--- src/rtl/store_aux_rmw_pkg.sv ---
// store_pkg: shared encodings for the store path.
//   size_e  : store size codes as driven by SScontroler (word/half/byte/no-op)
//   state_e : store_aux_rmw FSM states
package store_pkg;

  typedef enum logic [1:0] {
    SZ_WORD = 2'b00,
    SZ_HALF = 2'b01,
    SZ_BYTE = 2'b10,
    SZ_NOP  = 2'b11
  } size_e;

  typedef enum logic [2:0] {
    IDLE  = 3'd0,
    READ  = 3'd1,
    MERGE = 3'd2,
    WRITE = 3'd3,
    DONE  = 3'd4
  } state_e;

endpackage

--- src/rtl/store_aux_rmw_if.sv ---
// store_aux_rmw_if: word-wide memory port of the store path.
//   mem_addr  : word address (master -> memory)
//   mem_wr    : one-cycle write strobe (master -> memory)
//   mem_wdata : write data (master -> memory)
//   mem_rdata : read data, valid MEM_RD_LATENCY cycles after mem_addr (memory -> master)
interface store_aux_rmw_if #(
  parameter int ADDR_W = 32
);
  logic [ADDR_W-1:0] mem_addr;
  logic              mem_wr;
  logic [31:0]       mem_wdata;
  logic [31:0]       mem_rdata;

  modport master (output mem_addr, mem_wr, mem_wdata, input mem_rdata);
  modport slave  (input mem_addr, mem_wr, mem_wdata, output mem_rdata);
endinterface

--- src/rtl/store_aux_rmw_merge.sv ---
// store_merge: combinational lane merge for sub-word stores.
//   old_word : word currently in memory
//   b        : store data; only the low half/byte is used for sub-word sizes
//   size     : store size code
//   lane     : byte lane (half uses lane[1] only)
//   merged   : old_word with the selected lane replaced by b's low bits
module store_merge
  import store_pkg::*;
(
  input  logic [31:0] old_word,
  input  logic [31:0] b,
  input  size_e       size,
  input  logic [1:0]  lane,
  output logic [31:0] merged
);

  always_comb begin
    merged = old_word;
    case (size)
      SZ_WORD: merged = b;
      SZ_HALF: begin
        if (lane[1]) merged[31:16] = b[15:0];
        else         merged[15:0]  = b[15:0];
      end
      SZ_BYTE: begin
        case (lane)
          2'd0:    merged[7:0]   = b[7:0];
          2'd1:    merged[15:8]  = b[7:0];
          2'd2:    merged[23:16] = b[7:0];
          default: merged[31:24] = b[7:0];
        endcase
      end
      default: merged = old_word;
    endcase
  end

endmodule

--- src/rtl/store_aux_rmw.sv ---
// store_aux_rmw: sw/sh/sb into word-wide memory. Word stores write directly;
// half/byte stores read the word, merge the lane and write it back.
//   clk, reset   : clock (rising edge), asynchronous active-low reset
//   start        : request pulse, sampled only in IDLE
//   SScontroler  : 00 word, 01 half, 10 byte, 11 no-op
//   addr, B_in   : store address and data
//   busy, done   : busy outside IDLE; one-cycle completion pulse
//   align_err    : misaligned half (only with STORE_LANE_EN)
//   mem          : memory port (store_aux_rmw_if.master)
// Build option: STORE_LANE_EN selects the lane from addr[1:0] and word-aligns
// mem_addr; without it the low lane is used and addr passes through.
module store_aux_rmw
  import store_pkg::*;
#(
  parameter int MEM_RD_LATENCY = 1,
  parameter int ADDR_W         = 32
) (
  input  logic              clk,
  input  logic              reset,
  input  logic              start,
  input  logic [1:0]        SScontroler,
  input  logic [ADDR_W-1:0] addr,
  input  logic [31:0]       B_in,
  output logic              busy,
  output logic              done,
  output logic              align_err,
  store_aux_rmw_if.master   mem
);

  localparam int CNT_W = (MEM_RD_LATENCY > 1) ? $clog2(MEM_RD_LATENCY) : 1;
  localparam logic [CNT_W-1:0] CNT_LAST = CNT_W'(MEM_RD_LATENCY - 1);

  state_e            state;
  size_e             sz_q;
  logic [31:0]       b_q;
  logic [CNT_W-1:0]  cnt;
  logic [1:0]        lane;
  logic [31:0]       merged;
  logic [ADDR_W-1:0] addr_mem;
  logic              misaligned;
  size_e             sz_in;

  assign sz_in = size_e'(SScontroler);

`ifdef STORE_LANE_EN
  logic [1:0] lane_q;
  assign lane       = lane_q;
  assign addr_mem   = {addr[ADDR_W-1:2], 2'b00};
  assign misaligned = (sz_in == SZ_HALF) && addr[0];
`else
  assign lane       = 2'b00;
  assign addr_mem   = addr;
  assign misaligned = 1'b0;
`endif

  store_merge u_merge (
    .old_word (mem.mem_rdata),
    .b        (b_q),
    .size     (sz_q),
    .lane     (lane),
    .merged   (merged)
  );

  // mem_addr doubles as the latched address: it is loaded on start and held
  // until the FSM returns to IDLE.
  always_ff @(posedge clk or negedge reset) begin
    if (!reset) begin
      state         <= IDLE;
      busy          <= 1'b0;
      done          <= 1'b0;
      align_err     <= 1'b0;
      mem.mem_wr    <= 1'b0;
      mem.mem_addr  <= '0;
      mem.mem_wdata <= '0;
      cnt           <= '0;
      b_q           <= '0;
      sz_q          <= SZ_WORD;
`ifdef STORE_LANE_EN
      lane_q        <= 2'b00;
`endif
    end else begin
      case (state)
        IDLE: begin
          if (start) begin
            b_q  <= B_in;
            sz_q <= sz_in;
            busy <= 1'b1;
            cnt  <= '0;
`ifdef STORE_LANE_EN
            lane_q <= addr[1:0];
`endif
            case (sz_in)
              SZ_WORD: begin
                state         <= WRITE;
                mem.mem_wr    <= 1'b1;
                mem.mem_wdata <= B_in;
                mem.mem_addr  <= addr_mem;
              end
              SZ_HALF, SZ_BYTE: begin
                if (misaligned) begin
                  // Rejected without touching memory; done still pulses.
                  state     <= DONE;
                  done      <= 1'b1;
                  align_err <= 1'b1;
                end else begin
                  state        <= READ;
                  mem.mem_addr <= addr_mem;
                end
              end
              default: begin
                state <= DONE;
                done  <= 1'b1;
              end
            endcase
          end
        end
        READ: begin
          if (cnt == CNT_LAST) state <= MERGE;
          else                 cnt   <= cnt + 1'b1;
        end
        MERGE: begin
          mem.mem_wdata <= merged;
          mem.mem_wr    <= 1'b1;
          state         <= WRITE;
        end
        WRITE: begin
          mem.mem_wr <= 1'b0;
          done       <= 1'b1;
          state      <= DONE;
        end
        DONE: begin
          done         <= 1'b0;
          align_err    <= 1'b0;
          busy         <= 1'b0;
          mem.mem_addr <= '0;
          state        <= IDLE;
        end
        default: state <= IDLE;
      endcase
    end
  end

endmodule

--- src/flat_wrapper.sv ---
// flat-port wrapper written by rule: the top's interface ports become plain ports
module store_aux_rmw_flat import store_pkg::*;
#(
  parameter int MEM_RD_LATENCY = 1,
  parameter int ADDR_W         = 32
)
  (clk, reset, start, SScontroler, addr, B_in, busy, done, align_err, mem_mem_addr, mem_mem_wr, mem_mem_wdata, mem_mem_rdata);
  store_aux_rmw_if #(.ADDR_W(ADDR_W)) mem_i ();
  input  logic clk;
  input  logic reset;
  input  logic start;
  input  logic [1:0] SScontroler;
  input  logic [ADDR_W-1:0] addr;
  input  logic [31:0] B_in;
  output logic busy;
  output logic done;
  output logic align_err;
  output wire logic [$bits(mem_i.mem_addr)-1:0] mem_mem_addr;
  output wire logic [$bits(mem_i.mem_wr)-1:0] mem_mem_wr;
  output wire logic [$bits(mem_i.mem_wdata)-1:0] mem_mem_wdata;
  input wire logic [$bits(mem_i.mem_rdata)-1:0] mem_mem_rdata;
  assign mem_mem_addr = mem_i.mem_addr;
  assign mem_mem_wr = mem_i.mem_wr;
  assign mem_mem_wdata = mem_i.mem_wdata;
  assign mem_i.mem_rdata = mem_mem_rdata;
  store_aux_rmw #(.MEM_RD_LATENCY(MEM_RD_LATENCY), .ADDR_W(ADDR_W)) u_core (.clk(clk), .reset(reset), .start(start), .SScontroler(SScontroler), .addr(addr), .B_in(B_in), .busy(busy), .done(done), .align_err(align_err), .mem(mem_i));
endmodule
--- config.mk ---
export PLATFORM = sky130hd
export DESIGN_NAME = store_aux_rmw_flat
export DESIGN_NICKNAME = d
export VERILOG_FILES = /design/src/rtl/store_aux_rmw_pkg.sv /design/src/rtl/store_aux_rmw_if.sv /design/src/rtl/store_aux_rmw_merge.sv /design/src/rtl/store_aux_rmw.sv /design/src/flat_wrapper.sv
export SDC_FILE = /design/constraint.sdc
export NUM_CORES = 1
export LEC_CHECK = 0
export BUFFER_PORTS_ARGS = -buffer_cell sky130_fd_sc_hd__buf_2
export CAP_MARGIN = 30
export CORE_MARGIN = 2
export CORE_UTILIZATION = 44
export DETAILED_ROUTE_END_ITERATION = 12
export PLACE_DENSITY = 0.73
export SYNTH_ARGS = -nofsm -noshare
export SYNTH_HDL_FRONTEND = slang
export SYNTH_SLANG_ARGS = --single-unit
--- constraint.sdc ---
create_clock -name clk -period 5.9 [get_ports clk]
set_clock_uncertainty 0.2 [all_clocks]
set_input_delay 1.18 -clock clk [delete_from_list [all_inputs] [get_ports clk]]
set_output_delay 1.18 -clock clk [all_outputs]
set_load 0.03 [all_outputs]
=== Word level (Yosys, flattened, before mapping) ===
Cells that the tools add are included.

* Flip-flop bits (word level): 105
* Bits of input ports: 101
* Output and inout bits: 68
* Word-level logic and storage cells: 63

* Add/subtract/negate cells: 1
* Equality and inequality tests: 13
* Mux-type cells: 22
* Reduce and logical (&&, ||, !) cells: 18

{| class="wikitable"
|+ Operators by type and width
! cell !! number
|-
| 32-bit two-way mux || 4
|-
| 32-bit one-hot mux with 2 select lines || 2
|-
| 32-bit one-hot mux with 3 select lines || 1
|-
| 3-bit one-hot mux with 4 select lines || 1
|-
| 3-bit AND reduction || 4
|-
| 2-bit != test (second input constant) || 5
|-
| 2-bit AND reduction || 4
|-
| 1-bit two-way mux || 7
|-
| 3-bit by 2-bit == test with 1-bit output (second input constant) || 2
|-
| 3-bit two-way mux || 2
|-
| 1-bit one-hot mux with 3 select lines || 2
|-
| 3-bit one-hot mux with 2 select lines || 1
|-
| 2-bit nonzero test || 3
|-
| 3-bit nonzero test || 2
|-
| 2-bit by 1-bit == test with 1-bit output (second input constant) || 2
|-
| 2-bit == test (second input constant) || 2
|-
| 2-bit logical NOT || 2
|-
| 1-bit one-hot mux with 2 select lines || 2
|-
| 3-bit by 1-bit == test with 1-bit output (second input constant) || 1
|-
| 3-bit == test (second input constant) || 1
|-
| 3-bit logical NOT || 1
|-
| 3-bit OR reduction || 1
|-
| 2-bit OR reduction || 1
|-
| 1-bit adder (second input constant) || 1
|}

=== Longest topological paths before layout ===
* Word-level depth: 5
* Gate-level depth with buffers: 5
* Mapped depth without buffers: 3

=== Cells and area by module ===
From an unflattened synthesis, not the netlist that was laid out.

* Cells, all modules: 508
* Area, all modules: 5476.5 um^2

{| class="wikitable"
|+ By module, submodules not included
! module !! times used !! cells each !! area each (um^2) !! sequential area each (um^2)
|-
| store_aux_rmw || 1 || 399 || 4693.3 || 2602.5
|-
| store_merge || 1 || 109 || 783.3 || 0.0
|}

=== Worst setup path before layout ===
OpenSTA, ideal clock, no wires.

* Kind: input to register
* Start point: input port start
* End point: register u_core.mem.mem_wdata[11]
* Library setup time: 0.125 ns
* Arrival time: 2.191 ns
* Data required time: 5.575 ns
* Slack: 3.385 ns
* Stages on the path: 4
* Path buffers: 1
* Cell sequence: nor3b_1 o21ai_1 buf_2 mux2_2

* Cells in the longest elaborated chain, start to end: 2

{| class="wikitable"
|+ RTL lines
! what !! line !! source
|-
| start: declaration || flat_wrapper.sv:11 || <nowiki>input logic start;</nowiki>
|-
| 2-bit != test (no line) || -- ||
|-
| 3-bit AND reduction (no line) || -- ||
|-
| end signal: assignment || store_aux_rmw.sv:96 || <nowiki>mem.mem_wdata <= B_in;</nowiki>
|-
| end signal: assignment || store_aux_rmw.sv:122 || <nowiki>mem.mem_wdata <= merged;</nowiki>
|-
| end: declaration || store_aux_rmw_if.sv:14 || <nowiki>modport master (output mem_addr, mem_wr, mem_wdata, input mem_rdata);</nowiki>
|}

No other way between the ends.
A chain may end at the register's enable or synchronous reset.

=== Final worst setup path ===
* Start point: input port start
* End point: register u_core.mem.mem_wdata[5]

Same word-level chain as after synthesis.

==> reports/metrics.cfg <==
[status]
status = complete, no violations

[timing]
period_needed_ns = 3.209
worst_pin_slew_ns = 1.057
tns_ns = 0
fmax_mhz = 311.6
slew_headroom_pct = 29.47
hold_ws_ns = 0.3079
fin_crit_sh_pct = 54.39
grt_setup_unrepaired = false
hold_viol = 0
setup_viol = 0
slew_violations = 0

[clocking]
cts_sinks = 104
clk_latency_ns = 0.35
cts_root_buffer = clkbuf_8
clkTransAtPathRegs_ns = 0.09
h-tree-depth = 3
clockBufferDepth = 2
cts_tree = built
post_cts.repair.setup_buffers = 0
numCtsBuffers = 9
cts_hold_buf = 0
ctsResizeCount = 0

[yosys]
synth_seq_cells = 104
synthesis.nets = 442
yosys_warnings = 0
ys_types = 28
synthCells = 341
synth_area_mm2 = 0.004516
ys_seq_area_share_pct = 57.63
syn_area_per_cell_um2 = 13.24

[routing]
remaining_drc_errors = 0
wl_mm = 10.42
vias_per_cell = 5.220
drt_iter0_drc = 184
drt-pass1-iter-count = 8
ant_nets = 0
vias = 3346
wire_per_inst_um = 16.25

[global_route]
grtUsageTotal_pct = 19.04
overflow = 0
grt_pass1_wl_mm = 16.88
grt_max_degree = 54
antenna_found_initial = 0
grt_pass1_vias = 3382

[floorplan]
core.rowCount = 36
io_pins = 169
die-width_um = 105.3
start_util_pct = 45.78
core_area_mm2 = 0.009864
die-area_mm2 = 0.01109
die_y_um = 105.3

[pwr]
leakage_nw = 2.966
p_per_area_mw_per_mm2 = 628.6
p_switching_w = 0.001475
p_seq_share_pct = 36.4
p_clk_share_pct = 15.8
p_int_w = 0.002139
swShare_pct = 40.82
peakVddDrop_v = 0.0002748
comb_power_share_pct = 47.8
p_total_w = 0.003615

[placement]
place_inst = 625
post-dp-hpwl_mm = 7.399
dpl_cell_area_mm2 = 0.005482
io_buffers = 167
gp_congestion = 0.7268

[worst_setup_path]
reg2reg_depth = 4
crit_fanout = 36
worstSetupPathType = input pin to flip-flop
critPathCaptureType = flip-flop
critical_path_arrival_ns = 3.18
crit_slowest_cell = nor3b_4
required_ns = 5.87
crit_family = simple AND/OR/NAND/NOR gates
cp_num_cells = 5
crit_chain = buf_2, nor4b_4, buf_4, nor3b_4, a222oi_1
cp_num_buf_inv = 2
cp-start-kind = input pin
max_stage_delay_ns = 0.94

[layout]
diodes = 0
syn2layout_area_growth_pct = 27.35
final_area_mm2 = 0.005751
instances_no_fill = 641
fin_nets = 604
fillers = 845
layout-drive-gt1-share_pct = 50.00

[worst_hold_path]
hp-class = flip-flop to flip-flop
hold_path_depth = 1

[flow_run]
cap_violations = 0

==> worst paths after layout <==
path,to,slack (ns),from
setup reg to reg,u_core.mem.mem_wdata[5]$_DFFE_PN0P_,3.03,u_core.state[0]$_DFFE_PN0P_
min in group asynchronous,u_core.mem.mem_wdata[18]$_DFFE_PN0P_,0.64,reset
hold reg to reg,u_core.mem.mem_addr[5]$_DFFE_PN0P_,0.31,u_core.mem.mem_addr[5]$_DFFE_PN0P_
setup / recovery,u_core.mem.mem_wdata[5]$_DFFE_PN0P_,2.69,start
hold / removal,u_core.mem.mem_addr[5]$_DFFE_PN0P_,0.31,u_core.mem.mem_addr[5]$_DFFE_PN0P_
max in group asynchronous,u_core.state[2]$_DFFE_PN0P_,3.74,reset
==> sequential cells by signal (all words and copies together), names as in the netlist <==
name	cells
u_core.mem.mem_wdata	32
u_core.busy	1
u_core.mem.mem_addr	32
u_core.sz_q	2
u_core.mem.mem_wr	1
u_core.done	1
u_core.b_q	32
u_core.state	3
==> worst register-to-register path, delay by kind of cell (launching register included) <==
family                 cells  cell delay [ns]
AO/OA/AOI/OAI              1             0.30
AND/OR/NAND/NOR            2             1.25
buffers and inverters      1             0.44
flip-flops                 1             0.51
==> power groups by stage <==
| stage | combinational (W) | sequential (W) | clock, W |
|---|---|---|---|
| after floorplan | 0.000853 | 0.00171 | 0 |
| after global placement | 0.00168 | 0.00131 | 0 |
| after detailed placement | 0.00175 | 0.00132 | 0 |
| after CTS | 0.00175 | 0.00132 | 0.000586 |
| after global routing | 0.00185 | 0.00136 | 0.000622 |
| final | 0.00173 | 0.00131 | 0.000573 |
==> cell families (layout without fill, tap and decap cells) <==
kind of cell | after synthesis | count (layout) | synth area share, %
AO/OA/AOI/OAI | 70 | 70 | 13.55
buffers and inverters | 71 | 238 | 6.650
flip-flops | 104 | 104 | 57.63
multiplexers | 82 | 82 | 19.78
other | 1 | 1 | 0.08305
AND/OR/NAND/NOR | 13 | 13 | 2.300
==> cell usage in the layout (no fill, tap or decap) <==
cell	Yosys	final
clkinvlp_4	0	1
a22o_1	32	32
o21ai_0	2	2
nor4b_4	1	1
conb_1	1	1
o21ai_2	0	2
mux2_2	58	58
a21boi_2	1	1
nand2_1	4	4
nand4_1	1	1
buf_4	6	6
o21a_1	1	1
mux2i_1	24	24
buf_8	0	2
a222oi_1	24	24
o31a_1	1	1
nor3b_4	1	2
inv_1	48	48
a21oi_1	4	4
nor2_1	2	2
nor2_2	1	1
dfrtp_1	104	104
a21boi_0	1	1
nor2b_1	1	1
buf_2	9	166
clkbuf_1	8	1
nor3b_1	1	1
a41oi_1	1	1
bufinv_16	0	4
o211ai_1	1	1
clkbuf_8	0	10
==> stage by stage <==
stage               utilization, %  worst slack [ns]
floorplan                        -             3.385
global placement             55.26             2.388
detailed placement           55.57             2.284
CTS                          58.30             2.706
global route                 58.30             2.517
finish                       58.30             2.691
==> cells in the mapped netlist (all sizes together) <==
master    n  share of area [%]
a21boi    2               0.42
a21oi     4               0.44
a222oi   24                5.3
a22o     32                6.2
a41oi     1               0.19
buf      15                2.0
clkbuf    8               0.67
conb      1              0.083
dfrtp   104                 58
inv      48                4.0
mux2     58                 14
mux2i    24                5.3
nand2     4               0.33
nand4     1               0.14
nor2      3               0.30
nor2b     1               0.14
nor3b     3               0.86
nor4b     1               0.53
o211ai    1               0.17
o21a      1               0.17
o21ai     4               0.44
o31a      1               0.19
==> per-layer routing <==
metal  vias to the layer above  GRT usage [%]  share of wire (%)
met5                         -              0                  0
met4                         0          4.762               0.56
met3                         5          5.628                9.0
met2                       153          29.82                 47
met1                      1629          26.05                 43
li1                       1559              -                  -
==> final cells by class <==
class / instances / area (um2) / area share, %
clock inverter: 5 / 127.6 / 2.219
multi-input combinational: 166 / 1627 / 28.29
clock buffer: 11 / 141.4 / 2.459
inverter: 48 / 180.2 / 3.133
timing repair buffer: 174 / 905.9 / 15.75
tap: 133 / 166.4 / 2.894
sequential: 104 / 2603 / 45.26
(Power assumes the default switching activity.)
